$ cat src/rtl/chan_scan_mux.sv
// Registered N-channel multiplexer with manual select and round-robin scan.
// All outputs are registered; hold freezes every piece of state.
module chan_scan_mux #(
    parameter int WIDTH = 8,
    parameter int NCH   = 4,
    parameter int SEL_W = 2,
    parameter int DWELL = 4
) (
    input  logic                   clk,
    input  logic                   rst_n,
    input  logic [NCH*WIDTH-1:0]   din,
    input  logic [SEL_W-1:0]       sel,
    input  logic                   mode,
    input  logic                   hold,
    output logic [WIDTH-1:0]       dout,
    output logic [SEL_W-1:0]       ch,
    output logic                   ch_chg,
    output logic                   sel_err
);

    localparam logic [0:0]       ST_MANUAL = 1'b0;
    localparam logic [0:0]       ST_SCAN   = 1'b1;
    localparam int               NSLOT     = 2 ** SEL_W;
    localparam logic [SEL_W:0]   NCH_W     = (SEL_W + 1)'(NCH);
    localparam logic [SEL_W-1:0] CH_LAST   = SEL_W'(NCH - 1);
    localparam logic [15:0]      DWELL_M1  = 16'(DWELL - 1);

    logic [0:0]       state_r;
    logic [0:0]       state_nx_s;
    logic [SEL_W-1:0] ch_r;
    logic [SEL_W-1:0] ch_nx_s;
    logic [15:0]      cnt_r;
    logic [15:0]      cnt_nx_s;
    logic [WIDTH-1:0] dout_r;
    logic [WIDTH-1:0] dout_nx_s;
    logic             ch_chg_r;
    logic             sel_err_r;
    logic             sel_err_nx_s;
    logic             sel_ok_s;
    logic [WIDTH-1:0] chan_s [NSLOT];

    // Unused index slots (NCH not a power of two) read as zero and are never selected.
    for (genvar k = 0; k < NSLOT; k++) begin : g_chan
        if (k < NCH) begin : g_used
            assign chan_s[k] = din[k*WIDTH +: WIDTH];
        end else begin : g_pad
            assign chan_s[k] = {WIDTH{1'b0}};
        end
    end

    assign sel_ok_s = ({1'b0, sel} < NCH_W);

    // Next-state decode: hold beats mode; mode 0 always lands in MANUAL.
    always_comb begin
        state_nx_s   = state_r;
        ch_nx_s      = ch_r;
        cnt_nx_s     = cnt_r;
        sel_err_nx_s = 1'b0;
        if (hold) begin
            state_nx_s = state_r;
        end else if (!mode) begin
            state_nx_s = ST_MANUAL;
            cnt_nx_s   = 16'd0;
            if (sel_ok_s) begin
                ch_nx_s = sel;
            end else begin
                ch_nx_s      = ch_r;
                sel_err_nx_s = 1'b1;
            end
        end else begin
            case (state_r)
                ST_MANUAL: begin
                    state_nx_s = ST_SCAN;
                    cnt_nx_s   = 16'd0;
                end
                ST_SCAN: begin
                    if (cnt_r == DWELL_M1) begin
                        cnt_nx_s = 16'd0;
                        if (ch_r == CH_LAST) begin
                            ch_nx_s = {SEL_W{1'b0}};
                        end else begin
                            ch_nx_s = ch_r + {{(SEL_W-1){1'b0}}, 1'b1};
                        end
                    end else begin
                        cnt_nx_s = cnt_r + 16'd1;
                    end
                end
                default: begin
                    state_nx_s = ST_MANUAL;
                    cnt_nx_s   = 16'd0;
                end
            endcase
        end
    end

    // Data follows the channel being selected this cycle, not the old one.
    always_comb begin
        if (hold) begin
            dout_nx_s = dout_r;
        end else begin
            dout_nx_s = chan_s[ch_nx_s];
        end
    end

    // State and output registers with synchronous active-low reset.
    always_ff @(posedge clk) begin
        if (!rst_n) begin
            state_r   <= ST_MANUAL;
            ch_r      <= {SEL_W{1'b0}};
            cnt_r     <= 16'd0;
            dout_r    <= {WIDTH{1'b0}};
            ch_chg_r  <= 1'b0;
            sel_err_r <= 1'b0;
        end else begin
            state_r   <= state_nx_s;
            ch_r      <= ch_nx_s;
            cnt_r     <= cnt_nx_s;
            dout_r    <= dout_nx_s;
            ch_chg_r  <= (ch_nx_s != ch_r);
            sel_err_r <= sel_err_nx_s;
        end
    end

    assign dout    = dout_r;
    assign ch      = ch_r;
    assign ch_chg  = ch_chg_r;
    assign sel_err = sel_err_r;

endmodule

$ cat config.mk
export PLATFORM = sky130hd
export DESIGN_NAME = chan_scan_mux
export DESIGN_NICKNAME = d
export VERILOG_FILES = /design/src/rtl/chan_scan_mux.sv
export SDC_FILE = /design/constraint.sdc
export NUM_CORES = 1
export LEC_CHECK = 0
export ABC_AREA = 1
export ABC_CLOCK_PERIOD_IN_PS = 2550
export BUFFER_PORTS_ARGS = -buffer_cell sky130_fd_sc_hd__buf_2
export CORE_MARGIN = 4
export CORE_UTILIZATION = 52
export CTS_CLUSTER_SIZE = 25
export DETAILED_ROUTE_END_ITERATION = 8
export PLACE_DENSITY = 0.76
export SLEW_MARGIN = 10
export SYNTH_ARGS = -nofsm -noshare
export SYNTH_HDL_FRONTEND = slang
export SYNTH_SLANG_ARGS = --single-unit
$ cat constraint.sdc
create_clock -name clk -period 2.55 [get_ports clk]
set_input_delay 0.3825 -clock clk [delete_from_list [all_inputs] [get_ports clk]]
set_output_delay 0.3825 -clock clk [all_outputs]
set_load 0.1 [all_outputs]
==> impl_metrics.py <==
metrics = {
    "run_status": {
        "status": "completed",
    },
    "yosys": {
        "ys_async_sr_fraction": 0,
        "syn_area_um2": 1850,
        "ys_ff_latch": 28,
        "synth_cells": 309,
        "seq_area_frac_synth": 0.304,
        "synth_edf_count": 0,
        "yosysMostFrequentCell": "nand2_1",
        "synth_warnings": 0,
        "synth.avg_cell_area_um2": 5.98,
        "synth_cell_type_count": 31,
        "synth_area_leader_cell": "dfxtp_1",
        "synthesis.nets": 349,
        "yosys-top-cells-count": "nand2_1 (60), inv_1 (56), nand3_1 (47)",
        "ys.flop_type": "dfxtp_1",
        "synth.top_cell.area_share": 0.304,
        "yosys-top-cells-area": "dfxtp_1 (30%), nand3_1 (13%), nand2_1 (12%)",
    },
    "grt": {
        "grt_most_used_layer": "met2",
        "grt_first_pass_wirelength_um": 7020,
        "grt_pass1_vias": 1708,
        "antenna_found_initial": 0,
        "grt-ovfl-total": 0,
        "grtUsageMet2": 0.332,
        "grt_max_degree": 21,
        "grt_util_met1": 0.261,
        "gr-usage-met3": 0.0300,
        "grt_use_total": 0.198,
    },
    "clock_network": {
        "cts_tree": "built",
        "cts_root_buf": "clkbuf_4",
        "clockBufferDepth": 2,
        "cts_made_buffers": 3,
        "clock-sinks": 28,
        "clk_latency_ns": 0.33,
        "htreeDepth": 1,
        "post_cts_resized": 0,
        "postCtsSetupBuffers": 0,
        "path_clk_slew_ns": 0.16,
        "hold_buffers": 0,
    },
    "place": {
        "dp_hpwl_um": 3250,
        "pre_cts_ws_ns": 0.594,
        "post_dp_cell_area_um2": 2120,
        "io_buffers": 48,
        "place.gp.congestion": 0.865,
    },
    "timing": {
        "slew_violations": 0,
        "rsz0062_at_grt": "false",
        "hold_slack_ns": 0.294,
        "fin_ws_ns": 0.552,
        "worstMarginPinSlew_ns": 0.584,
        "timing.final.crit_period_ns": 2.00,
        "max_freq_mhz": 501,
        "setup_viol": 0,
        "tns_ns": 0,
        "clock_skew_ns": 0.00774,
        "finalHoldViolations": 0,
        "fin_crit_sh": 0.783,
        "max_slew_margin": 0.608,
    },
    "power_and_ir_drop": {
        "p_int_uw": 689,
        "pwr-share-comb": 0.277,
        "ir_worst_vdd_mv": 0.326,
        "clkPwrFrac": 0.280,
        "p_sw_uw": 360,
        "power.leakage_nw": 1.15,
        "switching_share": 0.343,
        "power.density_nw_per_um2": 484,
        "pwr-share-seq": 0.443,
    },
    "floorplan": {
        "die_x_um": 67.6,
        "dieArea_um2": 4570,
        "chipHeight_um": 67.6,
        "initial_core_util": 0.545,
        "rows": 21,
        "pin_count": 50,
        "core_um2": 3390,
    },
    "critical_path": {
        "worstSetupEndpointType": "register",
        "cp-start-kind": "register",
        "crit_buf_inv": 2,
        "crit_required_ns": 2.82,
        "cp_max_fo": 18,
        "path_cells": "ha_1 > inv_2 > nor2_1 > nand2_1 > nor2_2 > nand3_1 > nand2_1 > nand3_2 > nand2_4 > nand2_4 > inv_1 > nand2_1 > o21ai_0 > nor2_1 > nor2_1",
        "crit_arrival_ns": 2.26,
        "cpLargestDelayFamily": "simple AND/OR/NAND/NOR gates",
        "slowest_stage": "dfxtp_1",
        "path_class": "reg2reg",
        "cp_slowest_stage_delay_ns": 0.42,
    },
    "final_layout": {
        "n_antenna_cell": 0,
        "layout-drive-gt1-share": 0.189,
        "final_nets": 396,
        "ff_latch_area_um2": 561,
        "fin_area_um2": 2170,
        "fin_util": 0.640,
        "fillers": 332,
        "syn_to_final_growth_pct": 17.5,
        "multi_input_area_um2": 1010,
    },
    "detailed_routing": {
        "routed_wl_um": 4300,
        "via_per_inst": 5.02,
        "drc": 0,
        "num_vias": 2012,
        "wl_per_cell_um": 10.7,
        "drt_iter0_markers": 115,
        "ant_nets": 0,
        "dr.pass1.iters": 4,
    },
    "flow_run": {
        "cap_violations": 0,
    },
    "hold_path": {
        "hp-class": "in2reg",
    },
}
cells in the final DEF, fill, tap and decap left out:
cell type,Yosys,routed
nand2_1,60,60
inv_1,56,56
buf_2,1,48
nand3_1,47,47
nor2_1,46,46
dfxtp_1,28,28
a21oi_1,17,17
o21ai_0,8,8
nand4_1,5,5
nand2_2,4,4
nor3_1,3,3
clkinv_1,3,3
clkbuf_4,0,3
buf_4,2,3
inv_2,2,2
xor2_1,2,2
a22oi_1,2,2
nor2_2,2,2
nand2_4,2,2
nand3b_1,2,2
ha_1,2,2
nor4_1,1,1
a221oi_1,1,1
o22ai_1,1,1
o211a_1,1,1
a31o_2,1,1
a32oi_1,1,1
a211oi_1,1,1
nand3_2,1,1
conb_1,1,1
bufinv_16,0,1
kinds of logic after synthesis:
kind of cell,synth area share
AND/OR/NAND/NOR,0.417
other,0.00203
adder cells (fa/ha/maj),0.0135
AO/OA/AOI/OAI,0.103
XOR/XNOR,0.00949
flip-flops,0.304
buffers and inverters,0.151
cell type report:
class	instances	share of cell area
Clock buffer	3	0.0104
Clock inverter	1	0.0138
Inverter	61	0.106
Multi-Input combinational cell	211	0.464
Sequential cell	28	0.258
Tap cell	46	0.0265
Timing Repair Buffer	51	0.121
sequential cells by signal, summed over array words and instances, names as in the netlist:
register,flops
ch,2
ch_chg,1
cnt_r,16
dout,8
state_r,1
through the flow:
stage / total power, mW / std cells
final: 1.05 / 401
after global routing: 1.11 / 401
after detailed placement: 0.766 / 397
after floorplan: 0.703 / 309
after global placement: 0.764 / 397
after CTS: 1.06 / 401
power groups by stage:
stage / combinational, mW / clock, mW / sequential (mW)
finish: 0.291 / 0.294 / 0.464
floorplan: 0.121 / 0 / 0.582
detailed placement: 0.292 / 0 / 0.474
CTS: 0.293 / 0.306 / 0.465
global placement: 0.290 / 0 / 0.474
global route: 0.317 / 0.323 / 0.467
layer usage:
metal  routed length, um  vias to the layer above
met5                   0                        -
met4                  47                        0
met3                 232                        4
met2                2010                       49
met1                2010                      889
li1                    -                     1070
final timing paths:
path	start	to	slack [ns]	cells past startpoint
max	cnt_r[0]	ch_chg	0.55	15
min	rst_n	cnt_r[14]	0.29	3
max reg2reg	cnt_r[0]	ch_chg	0.55	15
min reg2reg	cnt_r[11]	cnt_r[11]	0.50	2
worst min-delay path: stages:
cell     delay, ns
buf_2         0.13
nand2_1       0.06
a21oi_1       0.03
Power figures use the tool's default switching activity.
